--- config.mk ---
export PLATFORM = sky130hd
export DESIGN_NAME = steer_slew_ctrl
export DESIGN_NICKNAME = d
export VERILOG_FILES = /design/src/rtl/steer_pkg.sv /design/src/rtl/steer_tick_gen.sv /design/src/rtl/steer_slew_ctrl.sv
export SDC_FILE = /design/constraint.sdc
export NUM_CORES = 1
export LEC_CHECK = 0
export CORE_MARGIN = 1
export CORE_UTILIZATION = 58
export CTS_CLUSTER_SIZE = 20
export DETAILED_ROUTE_END_ITERATION = 8
export PLACE_DENSITY = 0.79
export SETUP_SLACK_MARGIN = 0.2
export SLEW_MARGIN = 20
export SYNTH_ARGS = -nofsm -noshare
export SYNTH_HDL_FRONTEND = slang
export SYNTH_SLANG_ARGS = --single-unit
--- constraint.sdc ---
create_clock -name clk -period 9.55 [get_ports clk]
set_input_delay 1.4325 -clock clk [delete_from_list [all_inputs] [get_ports clk]]
set_output_delay 1.4325 -clock clk [all_outputs]
set_load 0.02 [all_outputs]
--- src/rtl/steer_pkg.sv ---
// Shared constants and types for the steering slew controller and its frame-locked helpers.
package steer_pkg;

   localparam int unsigned STEER_MIN       = 115;
   localparam int unsigned STEER_MAX       = 185;
   localparam int unsigned STEER_CENTER    = 150;
   localparam int unsigned PWM_FRAME_TICKS = 607;

   typedef logic [7:0] steer_t;

   typedef enum logic [1:0] {
      IDLE     = 2'd0,
      SLEW     = 2'd1,
      FAILSAFE = 2'd2
   } steer_state_e;

endpackage

--- src/rtl/steer_tick_gen.sv ---
// Free-running PWM-frame counter; tick is high for the last cycle of every frame.
module steer_tick_gen
   import steer_pkg::*;
#(
   parameter int unsigned TICK_PERIOD = PWM_FRAME_TICKS
) (
   input  logic clk,
   input  logic rst,
   output logic tick
);

   localparam int unsigned CW = $clog2(TICK_PERIOD);

   logic [CW-1:0] r_cnt;
   logic          r_tick;

   // tick is registered one count early so it coincides with r_cnt == TICK_PERIOD-1
   always_ff @(posedge clk or negedge rst) begin
      if (!rst) begin
         r_cnt  <= '0;
         r_tick <= 1'b0;
      end else begin
         if (r_cnt == CW'(TICK_PERIOD - 1)) begin
            r_cnt <= '0;
         end else begin
            r_cnt <= r_cnt + CW'(1);
         end
         r_tick <= (r_cnt == CW'(TICK_PERIOD - 2));
      end
   end

   assign tick = r_tick;

endmodule

--- src/rtl/steer_slew_ctrl.sv ---
// Steering command clamp, rate limiter and watchdog feeding the PWM direction stage.
// Optional STEER_TRIM_EN adds a signed 4-bit trim applied to commands at accept.
module steer_slew_ctrl
   import steer_pkg::*;
#(
   parameter int unsigned MIN_CMD     = STEER_MIN,
   parameter int unsigned MAX_CMD     = STEER_MAX,
   parameter int unsigned CENTER_CMD  = STEER_CENTER,
   parameter int unsigned STEP        = 1,
   parameter int unsigned TICK_PERIOD = PWM_FRAME_TICKS,
   parameter int unsigned WD_TICKS    = 50
) (
   input  logic       clk,
   input  logic       rst,
   input  logic       enable,
   input  logic       cmd_valid,
   input  logic [7:0] cmd_data,
`ifdef STEER_TRIM_EN
   input  logic [3:0] trim,
`endif
   output logic       cmd_ready,
   output logic [7:0] steer_out,
   output logic       at_target,
   output logic       cmd_sat,
   output logic       wd_timeout
);

   localparam int unsigned WD_W = $clog2(WD_TICKS + 1);

   steer_t          r_steer;
   steer_t          r_target;
   steer_state_e    r_state;
   logic [WD_W-1:0] r_wd;
   logic            r_at_target;
   logic            r_cmd_sat;
   logic            r_wd_timeout;

   logic               w_tick;
   logic               w_accept;
   logic signed [9:0]  w_req;
   steer_t             w_clamped;
   logic               w_sat;
   logic signed [8:0]  w_diff;
   steer_t             w_steer_nxt;
   steer_t             w_target_nxt;
   logic [WD_W-1:0]    w_wd_nxt;
   logic               w_wd_expire;
   steer_state_e       w_state_nxt;

   steer_tick_gen #(
      .TICK_PERIOD(TICK_PERIOD)
   ) u_tick_gen (
      .clk  (clk),
      .rst  (rst),
      .tick (w_tick)
   );

   assign cmd_ready = enable;
   assign w_accept  = cmd_valid & enable;

`ifdef STEER_TRIM_EN
   assign w_req = $signed({2'b00, cmd_data}) + 10'($signed(trim));
`else
   assign w_req = $signed({2'b00, cmd_data});
`endif

   // Clamp the requested value into the servo-safe window
   always_comb begin
      w_clamped = w_req[7:0];
      w_sat     = 1'b0;
      if (w_req < $signed(10'(MIN_CMD))) begin
         w_clamped = 8'(MIN_CMD);
         w_sat     = 1'b1;
      end else if (w_req > $signed(10'(MAX_CMD))) begin
         w_clamped = 8'(MAX_CMD);
         w_sat     = 1'b1;
      end
   end

   assign w_diff = $signed({1'b0, r_target}) - $signed({1'b0, r_steer});

   // Rate-limited step toward the current target; lands exactly on it when close
   always_comb begin
      w_steer_nxt = r_steer;
      if (w_tick) begin
         if (w_diff > 9'sd0) begin
            w_steer_nxt = (w_diff > $signed(9'(STEP))) ? r_steer + 8'(STEP) : r_target;
         end else if (w_diff < 9'sd0) begin
            w_steer_nxt = (-w_diff > $signed(9'(STEP))) ? r_steer - 8'(STEP) : r_target;
         end
      end
   end

   // Expiry is the tick that would carry the count to WD_TICKS; a same-edge accept wins
   assign w_wd_expire = enable & w_tick & ~w_accept & (r_wd == WD_W'(WD_TICKS - 1));

   always_comb begin
      w_wd_nxt = r_wd;
      if (!enable || w_accept) begin
         w_wd_nxt = '0;
      end else if (w_tick && (r_wd != WD_W'(WD_TICKS))) begin
         w_wd_nxt = r_wd + WD_W'(1);
      end
   end

   always_comb begin
      w_target_nxt = r_target;
      if (!enable) begin
         w_target_nxt = 8'(CENTER_CMD);
      end else if (w_accept) begin
         w_target_nxt = w_clamped;
      end else if (w_wd_expire) begin
         w_target_nxt = 8'(CENTER_CMD);
      end
   end

   always_comb begin
      w_state_nxt = (w_target_nxt == w_steer_nxt) ? IDLE : SLEW;
      if (w_wd_expire) begin
         w_state_nxt = FAILSAFE;
      end else if ((r_state == FAILSAFE) && enable && !w_accept) begin
         w_state_nxt = FAILSAFE;
      end
   end

   always_ff @(posedge clk or negedge rst) begin
      if (!rst) begin
         r_steer      <= 8'(CENTER_CMD);
         r_target     <= 8'(CENTER_CMD);
         r_state      <= IDLE;
         r_wd         <= '0;
         r_at_target  <= 1'b1;
         r_cmd_sat    <= 1'b0;
         r_wd_timeout <= 1'b0;
      end else begin
         r_steer      <= w_steer_nxt;
         r_target     <= w_target_nxt;
         r_state      <= w_state_nxt;
         r_wd         <= w_wd_nxt;
         r_at_target  <= (w_steer_nxt == w_target_nxt);
         r_cmd_sat    <= w_accept & w_sat;
         r_wd_timeout <= (w_state_nxt == FAILSAFE);
      end
   end

   assign steer_out  = r_steer;
   assign at_target  = r_at_target;
   assign cmd_sat    = r_cmd_sat;
   assign wd_timeout = r_wd_timeout;

endmodule

# == After elaboration in Yosys (flattened, before gate mapping) ==
# Index checks and enable logic that the tools add are counted.
# totals
register_bits,38
wordCells,60
# classes
addsub,6
n_lt_le_gt_ge,6
n_eq_ne,8
mux,18
n_bitwise,6
n_reduce_logical,7
# op_table
operator,count
8-bit two-way mux,10
"10-bit == test, second input constant",2
"9-bit by 2-bit > comparator with 1-bit output, second input constant",2
8-bit == test,2
6-bit two-way mux,2
"10-bit by 1-bit adder with 10-bit output, second input constant",1
10-bit two-way mux,1
"9-bit by 1-bit > comparator with 1-bit output, second input constant",1
"9-bit by 1-bit less-than comparator with 1-bit output, second input constant",1
9-bit negator,1
8-bit by 8-bit subtractor with 9-bit output,1
"8-bit by 1-bit adder with 8-bit output, second input constant",1
"8-bit > comparator, second input constant",1
"8-bit by 7-bit less-than comparator with 1-bit output, second input constant",1
"8-bit by 1-bit subtractor with 8-bit output, second input constant",1
"6-bit by 1-bit adder with 6-bit output, second input constant",1
"6-bit == test, second input constant",1
"6-bit inequality test, second input constant",1
1-bit bitwise AND,5
"2-bit == test, second input constant",2
2-bit two-way mux,2
1-bit logical AND,3
1-bit two-way mux,3
1-bit logical NOT,2
other kinds (3),3

# == Logic depth before layout (Yosys ltp) ==
# depth
word_depth,12
ltp_mapped,20
mapped_depth_nobuf,18

# == Hierarchy ==
# From an unflattened synthesis, not the netlist that was laid out.
# unflattened
cells_unflattened,394
hier_area_um2,3509.6
# by_module_without_submodules
mod,instances,cells_each,area_per_inst_um2,seq_area_each_um2
steer_slew_ctrl,1,343,2979.1,686.9
steer_tick_gen,1,51,530.5,275.3

# == Worst setup path before layout ==
# No wires, ideal clock.
# synth_path
path_type,register to register
start,"register r_steer[4], in the netlist steer_out[4]"
end,"register r_at_target, in the netlist at_target"
arrival_time_ns,4.139
required_ns,9.488
setup_slack_ns,5.349
stages_incl_launch_ff,18
path_buffers,2
period_less_slack_ns,4.201
cell_sequence,dfstp_2 > clkbuf_1 > inv_1 > ha_1 > a21o_1 > or3_4 > a21oi_1 > nand3_1 > ha_1 > buf_6 > nand2_1 > a31oi_1 > a221o_1 > mux2_1 > a21oi_1 > nand4_1 > nor4_2 > and3_1
# synth_between
elab_chain_len,8
# synth_lines
element,line_no,source
from (decl),steer_slew_ctrl.sv:30,steer_t r_steer;
from (signal assigned),steer_slew_ctrl.sv:128,r_steer <= 8'(CENTER_CMD);
from (signal assigned),steer_slew_ctrl.sv:136,r_steer <= w_steer_nxt;
8-bit by 8-bit subtractor with 9-bit output,steer_slew_ctrl.sv:80,"assign w_diff = $signed({1'b0, r_target}) - $signed({1'b0, r_steer});"
9-bit negator,steer_slew_ctrl.sv:89,w_steer_nxt = (-w_diff > $signed(9'(STEP))) ? r_steer - 8'(STEP) : r_target;
9-bit by 2-bit > comparator with 1-bit output,steer_slew_ctrl.sv:89,
8-bit two-way mux,steer_slew_ctrl.sv:89,
8-bit two-way mux,steer_slew_ctrl.sv:88,end else if (w_diff < 9'sd0) begin
8-bit two-way mux,steer_slew_ctrl.sv:86,if (w_diff > 9'sd0) begin
8-bit two-way mux *,steer_slew_ctrl.sv:85,if (w_tick) begin
8-bit == test *,steer_slew_ctrl.sv:140,r_at_target <= (w_steer_nxt == w_target_nxt);
to (signal assigned),steer_slew_ctrl.sv:140,
to (decl),steer_slew_ctrl.sv:34,logic r_at_target;
# Every way passes the cells marked *; elsewhere a longest branch is shown, timed or not.
# A chain may end at the register's enable or synchronous reset.

# == Worst setup path after layout ==
# layout_path
start,"register r_steer[0], in the netlist steer_out[0]"
end,register r_state[0]
# layout_between
elab_chain_len,11
# layout_lines
element,line_no,source
8-bit by 8-bit subtractor with 9-bit output,steer_slew_ctrl.sv:80,
9-bit negator,steer_slew_ctrl.sv:89,
9-bit by 2-bit > comparator with 1-bit output,steer_slew_ctrl.sv:89,
8-bit two-way mux,steer_slew_ctrl.sv:89,
8-bit two-way mux,steer_slew_ctrl.sv:88,
8-bit two-way mux,steer_slew_ctrl.sv:86,
8-bit two-way mux *,steer_slew_ctrl.sv:85,
8-bit == test *,steer_slew_ctrl.sv:118,w_state_nxt = (w_target_nxt == w_steer_nxt) ? IDLE : SLEW;
1-bit two-way mux *,steer_slew_ctrl.sv:118,
2-bit two-way mux *,steer_slew_ctrl.sv:121,end else if ((r_state == FAILSAFE) && enable && !w_accept) begin
2-bit two-way mux *,steer_slew_ctrl.sv:119,if (w_wd_expire) begin
via w_state_nxt[0],steer_slew_ctrl.sv:48,steer_state_e w_state_nxt;
to (signal assigned),steer_slew_ctrl.sv:138,r_state <= w_state_nxt;
to (decl),steer_slew_ctrl.sv:32,steer_state_e r_state;
# Mark *: on every way through the listed nets, which the timed path passes. The rest lies on a longest branch.

==> reports/qor.csv <==
metric,value,unit
worst skew pair latency,0.30,ns
Tcrit/Tclk final,58.9,%
CTS max path bufs,2,
critical path's slowest cell,o22ai_2,
fmax,0.178,GHz
CP max FO,21,
Routed WL per cell,18.5,um
Ant. Diodes,0,
TritonCTS clock tree,yes,
Post-Syn Nets,471,
Initial Utilization,60.0,%
Util after Layout,65.2,%
main flop type after synthesis,dfrtp_1,
gr ovfl total,0,
RD Place Congestion,0.984,
first-pass GRT wire length,15.9,mm
Worst-path clk slew,0.08,ns
Synth area leader,dfrtp_1,
final setup fails,0,
DIE AREA,6450,um^2
max-cap violations,0,
final hold viol count,0,
most frequent CP cell,inv_1,
antenna violations before repair,0,
GRT Total Usage,32.7,%
I/O Buffers,23,
ANT nets after route,0,
Pre-antenna DRT Iters,5,
cells along the critical path,ha_1 > inv_1 > fa_1 > a21oi_1 > o21ai_0 > o22ai_2 > inv_1 > ha_1 > inv_1 > nor2_1 > a221o_1 > mux2_1 > a21oi_1 > nand4_1 > nor4_2 > a31oi_1,
number of synthesized flops with an enable pin,0,
area delta synth->final,8.55,%
most area-consuming cells after synthesis,"dfrtp_1 20%, ha_1 7.0%, dfstp_2 6.7%, nor2_1 4.6%, inv_1 4.2%",
post-synth cell types,71,
Tightest Pin Transition,0.969,ns
CP required,9.71,ns
synthesis-stage register bit count,38,
TNS Setup,0,ns
Syn Area/Cell,8.12,um^2
# rows,28,
routed wire length,9.70,mm
Vias per Instance,6.54,
Setup crit end kind,flop,
P_leak,1.53,nW
sequential cell area fraction in the yosys report,27.1,%
critical path class,flop to flop,
top cell type's share of synthesized area,20.4,%
hold_buf cts,0,
total CTS buffers,5,
postcts setup bufs,0,
Mapped Cells,438,
CP startpoint kind,flop,
# DRC,0,
Peak supply drop,0.0876,mV
Syn Std Cell Area,3550,um^2
post-cts repair resize count,0,
fin crit period,5.63,ns
skew final,0.00902,ns
NumNets Final,480,
H-tree Lvls,2,
vias in the first global route,3227,
Hold Path Class,flop to flop,
Starting DRT DRC Count,333,
Synth Warn #,0,
relative slew slack,34.8,%
vias,3420,
status,"complete, no violations",
CTS sink count,38,
"Slew Viols, Final",0,
crit path DAT,5.79,ns
"FFs w/ async S/R, synth",100,%
DPL Wire Length,7.30,mm
largest net degree at the start of global routing,39,
RSZ-0062 raised after global routing,no,
Die W,80.3,um
root buffer cell,clkbuf_8,
power density cells,95.8,nW/um^2
share of post-route cells with drive strength above 1,8.71,%
die height,80.3,um
"Largest stage delay, worst path",0.66,ns
CORE AREA,5920,um^2
io pins,24,
cell usage after synthesis, types with 4 or more instances:
master,count
nand3_1,24
ha_1,20
nor3_1,14
o31ai_1,7
buf_2,4
dfrtp_1,29
o2111ai_1,5
nand2b_1,5
xor2_1,13
nor2b_1,5
xnor2_1,15
nor2_1,44
o22ai_1,6
inv_1,40
mux2i_1,9
and2_1,6
and3_1,8
dfstp_2,9
a21oi_1,21
nand2_1,25
nand4_1,7
a211o_1,4
nor4_1,4
a31oi_1,8
clkbuf_1,13
o21ai_0,22
per-layer routing:
layer | up-vias | global-route usage (%) | share of wire, %
met5 | - | 0 | 0
met4 | 0 | 19.5 | 4.2
met3 | 37 | 5.45 | 7.4
met2 | 174 | 51.7 | 46
met1 | 1604 | 41.7 | 42
li1 | 1605 | - | -
final timing paths:
path	start	cells after the start	to	slack, ns
max	steer_out[0]	16	r_state[0]	3.92
min	u_tick_gen.r_cnt[8]	1	u_tick_gen.r_cnt[8]	0.51
max reg2reg	steer_out[0]	16	r_state[0]	3.92
min reg2reg	u_tick_gen.r_cnt[8]	1	u_tick_gen.r_cnt[8]	0.51
max in group asynchronous	rst	1	wd_timeout	7.76
min in group asynchronous	rst	1	u_tick_gen.r_cnt[0]	1.24
layout make-up:
| class | instances | area (um^2) |
|---|---|---|
| well taps | 75 | 93.8 |
| repair buffers | 24 | 233 |
| clock inverters | 1 | 5.00 |
| flip-flops and latches | 38 | 962 |
| multi-input cells | 338 | 2330 |
| inverters | 40 | 150 |
| fillers | 516 | 2060 |
| clock buffers | 7 | 86.3 |
sequential cells by signal, summed over array words and instances (netlist names):
signal,count
u_tick_gen.r_cnt,10
cmd_sat,1
steer_out,8
at_target,1
r_wd,6
r_state,2
u_tick_gen.tick,1
wd_timeout,1
r_target,8
power by group:
group          leakage (nW)  internal, mW  total [mW]  switching [mW]
registers             0.474         0.164       0.168         0.00368
clock network        0.0482        0.0583       0.117          0.0583
logic                  1.01        0.0312      0.0855          0.0542
total                  1.53         0.254       0.370           0.116
cells in the final DEF, fill, tap and decap left out, types with 7 or more instances in the layout:
cell type / netlist / layout
nor2_1: 44 / 44
inv_1: 40 / 40
dfrtp_1: 29 / 29
nand2_1: 25 / 25
nand3_1: 24 / 24
o21ai_0: 22 / 22
clkdlybuf4s50_1: 0 / 22
a21oi_1: 21 / 21
ha_1: 20 / 20
xnor2_1: 15 / 15
nor3_1: 14 / 14
xor2_1: 13 / 13
mux2i_1: 9 / 9
dfstp_2: 9 / 9
and3_1: 8 / 8
a31oi_1: 8 / 8
o31ai_1: 7 / 7
nand4_1: 7 / 7
kinds of logic after synthesis:
family          share of synthesized area [%]
xor+xnor                                 6.90
buf+inv                                  7.43
simple gates                             22.6
mux                                      4.22
fa+ha+maj                                7.60
flops                                    27.1
compound gates                           24.1
worst max-delay path, delay by kind of cell, from the launching register on:
kind	cells	cell delay, ns
buf+inv	3	0.89
simple gates	3	0.54
compound gates	6	1.86
mux	1	0.34
fa+ha+maj	3	1.32
flops	1	0.52
metrics by stage:
step / hold slack (ns) / setup slack (ns) / cell area, um^2 / power (mW) / std cells
floorplan: 0.464 / 5.35 / 3550 / 0.231 / 438
global placement: 0.490 / 4.18 / 3770 / 0.253 / 515
detailed placement: 0.501 / 4.12 / 3770 / 0.254 / 515
CTS: 0.516 / 4.09 / 3860 / 0.370 / 523
global route: 0.527 / 3.66 / 3860 / 0.387 / 523
finish: 0.509 / 3.92 / 3860 / 0.370 / 523
No activity file was read; power rests on OpenSTA's default activity.
